[config.mk]
export PLATFORM = sky130hd
export DESIGN_NAME = never_map_unit
export DESIGN_NICKNAME = d
export VERILOG_FILES = /design/src/rtl/never_map_unit.sv
export SDC_FILE = /design/constraint.sdc
export NUM_CORES = 1
export LEC_CHECK = 0
export ABC_AREA = 1
export CORE_MARGIN = 2
export CORE_UTILIZATION = 54
export DETAILED_ROUTE_END_ITERATION = 8
export HOLD_SLACK_MARGIN = 0.06
export PLACE_DENSITY = 0.77
export REMOVE_ABC_BUFFERS = 1
export SLEW_MARGIN = 15
export SYNTH_ARGS = -nofsm -noshare
export SYNTH_HDL_FRONTEND = slang
export SYNTH_SLANG_ARGS = --single-unit
[constraint.sdc]
create_clock -name clk -period 3.7 [get_ports clk]
set_input_delay 0.74 -clock clk [delete_from_list [all_inputs] [get_ports clk]]
set_output_delay 0.74 -clock clk [all_outputs]
set_load 0.03 [all_outputs]
[src/rtl/never_map_unit.sv]
// never_map_unit: nibble-remap functional unit with parametrised LUTs, an iterative
// multi-cycle map engine, compare/select on a selection mask, and valid/ready handshakes.
`default_nettype none

module never_map_unit #(
  parameter int DATA_W    = 32,
  parameter int NUM_LUTS  = 4,
  parameter int MAP_LANES = 2,
  localparam int NIB      = DATA_W / 4,
  localparam int ITER     = NIB / MAP_LANES,
  localparam int SEL_W    = (NUM_LUTS > 1) ? $clog2(NUM_LUTS) : 1
) (
  input  logic              clk,
  input  logic              reset,
  input  logic              in_valid,
  output logic              in_ready,
  input  logic [1:0]        in_op,
  input  logic [SEL_W-1:0]  in_lut_sel,
  input  logic [DATA_W-1:0] in_a,
  input  logic [DATA_W-1:0] in_b,
  output logic              out_valid,
  input  logic              out_ready,
  output logic [DATA_W-1:0] out_res,
  output logic [1:0]        out_op,
  output logic [NIB-1:0]    sel_state
);

  localparam int CNT_W = (ITER > 1) ? $clog2(ITER) : 1;
  localparam logic [SEL_W:0]   LUT_LIMIT = NUM_LUTS[SEL_W:0];
  localparam logic [CNT_W-1:0] LAST_ITER = CNT_W'(ITER - 1);

  localparam logic [1:0] OP_MAP  = 2'b00;
  localparam logic [1:0] OP_LOAD = 2'b01;
  localparam logic [1:0] OP_CMP  = 2'b10;
  localparam logic [1:0] OP_SEL  = 2'b11;

  typedef enum logic [1:0] {IDLE = 2'd0, MAP = 2'd1, RESULT = 2'd2} state_t;

  state_t            state, state_nx;
  logic [3:0]        lut [NUM_LUTS][16];
  logic [SEL_W-1:0]  map_idx;
  logic              map_idx_ok;
  logic [DATA_W-1:0] map_a;
  logic [CNT_W-1:0]  iter;

  logic              accept;
  logic              sel_ok;
  logic [63:0]       load_word;
  logic [NIB-1:0]    cmp_mask;
  logic [DATA_W-1:0] sel_res;
  logic [3:0]        lane_val [MAP_LANES];

  assign in_ready  = (state == IDLE);
  assign out_valid = (state == RESULT);
  assign accept    = in_valid & in_ready;
  assign sel_ok    = ({1'b0, in_lut_sel} < LUT_LIMIT);
  assign load_word = {in_a[31:0], in_b[31:0]};

  always_comb begin
    cmp_mask = '0;
    sel_res  = '0;
    for (int k = 0; k < NIB; k++) begin
      cmp_mask[k]       = (in_a[4*k +: 4] == in_b[3:0]);
      sel_res[4*k +: 4] = sel_state[k] ? in_a[4*k +: 4] : in_b[4*k +: 4];
    end
  end

  // Lanes of the current iteration; an out-of-range table index maps to zero.
  always_comb begin
    for (int l = 0; l < MAP_LANES; l++) begin
      lane_val[l] = 4'h0;
      if (map_idx_ok)
        lane_val[l] = lut[map_idx][map_a[4*(int'(iter)*MAP_LANES + l) +: 4]];
    end
  end

  always_comb begin
    state_nx = state;
    case (state)
      IDLE: begin
        if (accept) begin
          case (in_op)
            OP_MAP:          state_nx = MAP;
            OP_CMP, OP_SEL:  state_nx = RESULT;
            default:         state_nx = IDLE;
          endcase
        end
      end
      MAP:     if (iter == LAST_ITER) state_nx = RESULT;
      RESULT:  if (out_ready) state_nx = IDLE;
      default: state_nx = IDLE;
    endcase
  end

  always_ff @(posedge clk) begin
    if (reset) begin
      state      <= IDLE;
      out_res    <= '0;
      out_op     <= '0;
      sel_state  <= '0;
      map_idx    <= '0;
      map_idx_ok <= 1'b0;
      map_a      <= '0;
      iter       <= '0;
      for (int n = 0; n < NUM_LUTS; n++)
        for (int i = 0; i < 16; i++)
          lut[n][i] <= 4'h0;
    end else begin
      state <= state_nx;
      if (accept) begin
        case (in_op)
          OP_LOAD: begin
            if (sel_ok)
              for (int i = 0; i < 16; i++)
                lut[in_lut_sel][i] <= load_word[63-4*i -: 4];
          end
          OP_MAP: begin
            map_idx    <= in_lut_sel;
            map_idx_ok <= sel_ok;
            map_a      <= in_a;
            iter       <= '0;
            out_res    <= '0;
            out_op     <= OP_MAP;
          end
          OP_CMP: begin
            sel_state <= cmp_mask;
            out_res   <= {{(DATA_W-NIB){1'b0}}, cmp_mask};
            out_op    <= OP_CMP;
          end
          default: begin
            out_res <= sel_res;
            out_op  <= OP_SEL;
          end
        endcase
      end
      if (state == MAP) begin
        iter <= iter + 1'b1;
        for (int l = 0; l < MAP_LANES; l++)
          out_res[4*(int'(iter)*MAP_LANES + l) +: 4] <= lane_val[l];
      end
    end
  end

endmodule

`default_nettype wire

==> metrics.md <==
| Metric | Value |
|---|---|
| Status | `completed` |
| Place WS | `0.7574 ns` |
| Worst slew pin tran | `0.9718 ns` |
| Synth Instances | `2018` |
| Final Hold Fails | `0` |
| Vias per inst | `6.099` |
| Rows | `64` |
| Cts hold-fix bufs | `0` |
| Hold Crit Class | `flip-flop to flip-flop` |
| FMAX | `357.9 MHz` |
| Post-synth top cells | `nand2_1 (604), nor2_1 (303), nand3_1 (266), edfxtp_1 (256), inv_1 (102)` |
| WHS Endpoint | `map_a[19]` |
| Starting DRT DRC Count | `2008` |
| Design Area, Final | `19390 um^2` |
| First-pass GRT wire length | `84050 um` |
| Max-cap viol count | `0` |
| CP Launch Type | `flip-flop` |
| Mapped cell area | `16850 um^2` |
| PostCTS Resize Cnt | `0` |
| Final Max Tran Viols | `0` |
| Synth warnings | `0` |
| CP Cell Sequence | `buf_4 > buf_4 > nand2_1 > nand3_2 > nand2_4 > clkinv_2 > nand3_1 > nand3_1 > nand3_1 > nand2_2 > nand4_1 > a21oi_1` |
| RSZ-0062 raised after global routing | `false` |
| Largest net degree at the start of global routing | `85` |
| GRT Util Overall | `33.47%` |
| Worst-path fanout max | `23` |
| Pleak | `7.948 nW` |
| Worst reg-to-reg setup slack | `0.91 ns` |
| Core area | `30670 um^2` |
| Post-Layout Cell Count | `2501` |
| Met1 WL | `20720 um` |
| Placed Instances | `2435` |
| Reg2Reg Depth | `12` |
| Met3 Routed Length | `7556 um` |
| Die X | `180.6 um` |
| Clock Pin Slew Worst Setup and Hold Paths | `0.06 ns` |
| Cell Area, Placed | `18270 um^2` |
| CTS sink cnt | `339` |
| Met2 WL | `25080 um` |
| Setup TNS | `0 ns` |
| Most numerous cell in the Yosys netlist | `nand2_1` |
| Final ANT Viol Nets | `0` |
| Reg-to-reg endpoint | `out_res[13]` |
| Worst rel slew slack | `35.21%` |
| Setup bufs post-CTS | `0` |
| Tmin final | `2.794 ns` |
| Biggest area consumer among synthesized cells | `edfxtp_1` |
| DP Wirelength | `35400 um` |
| Starting Density | `54.93%` |
| Synth top area cells | `edfxtp_1 (46%), nand2_1 (13%), dfxtp_1 (9.9%)` |
| Asr flop ratio synth | `0%` |
| Port Buffers | `115` |
| Unique masters post-synth | `38` |
| Number of global-route vias before repair | `14180` |
| TritonRoute pass-1 iters | `6` |
| Proportion of layout cells with a drive suffix above 1 | `6.131%` |
| Synth Area per Inst | `8.348 um^2` |
| Yosys top cell area share | `45.63%` |
| Final period util | `75.52%` |
| RD Place Congestion | `0.9635` |
| Max layer used | `met4` |
| Antenna violations before repair | `1` |
| Max incr delay on CP | `0.37 ns` |
| Peak supply drop | `0.0003200 V` |
| # setup viols final | `0` |
| Setup Crit Path Kind | `flip-flop to flip-flop` |
| CTS tree | `done` |
| Worst Hold Launch | `map_a[19]` |
| Vias | `15250` |
| CTS buffer count | `36` |
| Register area share after synthesis | `55.50%` |
| R2R Path Start | `iter[0]` |
| # nets final | `2155` |
| Grt ovf | `0` |
| Layout area overhead | `15.09%` |
| Routed length per instance | `22.25 um` |
| Clock tree buffer depth | `3` |
| Latest clock arrival within the worst-skew pair | `0.53 ns` |
| CP most frequent cell | `nand3_1` |
| Final worst slack | `0.9056 ns` |
| Worst EP required | `4.15 ns` |
| DRT Wirelength | `55650 um` |
| PwrDens | `466.8 nW/um^2` |
| Critical path endpoint category | `flip-flop` |
| Yosys reg bits | `339` |
| Root buf cell | `clkbuf_16` |
| Die H | `180.6 um` |
| DRC | `0` |
| Slowest-stage cell, CP | `dfxtp_1` |
| I/O pins | `116` |
| Ys flop type | `edfxtp_1` |
| Hold depth | `2` |
| Util after Layout | `63.22%` |
| Post-synth EDFFs | `256` |
| DIE AREA | `32630 um^2` |
| H-tree levels | `2` |
| Layout Skew | `0.02081 ns` |
| Crit path DAT | `3.25 ns` |
report_power, final:
part	internal [mW]	switching (mW)	total, mW	leakage [nW]
clock network	1.99	1.50	3.49	0.550
logic	0.374	0.883	1.26	4.07
registers	4.23	0.0698	4.30	3.33
state kept, by name, summed over array words and instances (netlist names), named ones only:
| signal | cells |
|---|---|
| state | 2 |
| iter | 2 |
| map_idx_ok | 1 |
| map_idx | 2 |
| out_res | 32 |
| sel_state | 8 |
| out_op | 2 |
| lut | 256 |
| map_a | 32 |
area by class of cell:
| cell class | instances | area (um^2) |
|---|---|---|
| Inverter | 113 | 431.7 |
| Sequential cell | 339 | 9354 |
| Timing Repair Buffer | 153 | 1511 |
| Fill cell | 2516 | 11280 |
| Multi-Input combinational cell | 1434 | 6475 |
| Tap cell | 396 | 495.5 |
| Clock inverter | 14 | 100.1 |
| Clock buffer | 51 | 1018 |
| Antenna cell | 1 | 2.502 |
kinds of logic after synthesis:
logic type	after synthesis	synth area share [%]
simple gates	1218	29.87
flops	339	55.50
buf+inv	245	6.380
compound gates	188	6.662
xor+xnor	22	1.144
fa+ha+maj	6	0.4456
critical path, delay by kind of cell (launching register included):
family	cells	cell delay [ns]
buffers and inverters	3	0.90
and+or+nand+nor	8	1.24
AOI/OAI and AO/OA	1	0.20
DFF	1	0.37
per-layer routing:
metal | up-vias | global-route usage (%)
met5 | - | 0
met4 | 0 | 13.19
met3 | 177 | 7.336
met2 | 1165 | 52.15
met1 | 7097 | 45.79
li1 | 6815 | -
worst max-delay path by stage:
stage,endpoint,cells after the start,start
after floorplan,out_res[27],13,flip-flop
after global placement,out_res[4],11,in_b[2]
after detailed placement,out_res[4],11,in_b[2]
after CTS,out_res[13],12,iter[0]
after global routing,out_res[13],12,iter[0]
final,out_res[13],12,iter[0]
cells in the final DEF, fill, tap and decap left out, drive strengths merged, types with 2 or more instances in the layout:
master / Yosys / layout
o21ai: 60 / 60
inv: 110 / 112
a221o: 17 / 17
edfxtp: 256 / 256
xor2: 7 / 7
a32o: 2 / 2
ha: 6 / 6
nor3: 2 / 2
nand2: 615 / 615
buf: 96 / 38
clkinv: 3 / 13
nand4: 28 / 28
xnor2: 15 / 15
clkbuf: 36 / 51
dfxtp: 83 / 83
a32oi: 3 / 3
clkdlybuf4s50: 0 / 115
nand3: 268 / 268
o211ai: 11 / 11
a21oi: 94 / 94
nor2: 304 / 304
stage by stage:
| step | power [mW] | hold WS [ns] |
|---|---|---|
| after floorplan | 5.058 | 0.4313 |
| after global routing | 9.292 | 0.4737 |
| after CTS | 9.000 | 0.4565 |
| final | 9.052 | 0.4567 |
| after detailed placement | 5.593 | 0.4487 |
| after global placement | 5.569 | 0.4409 |
Power figures use the tool's default switching activity.
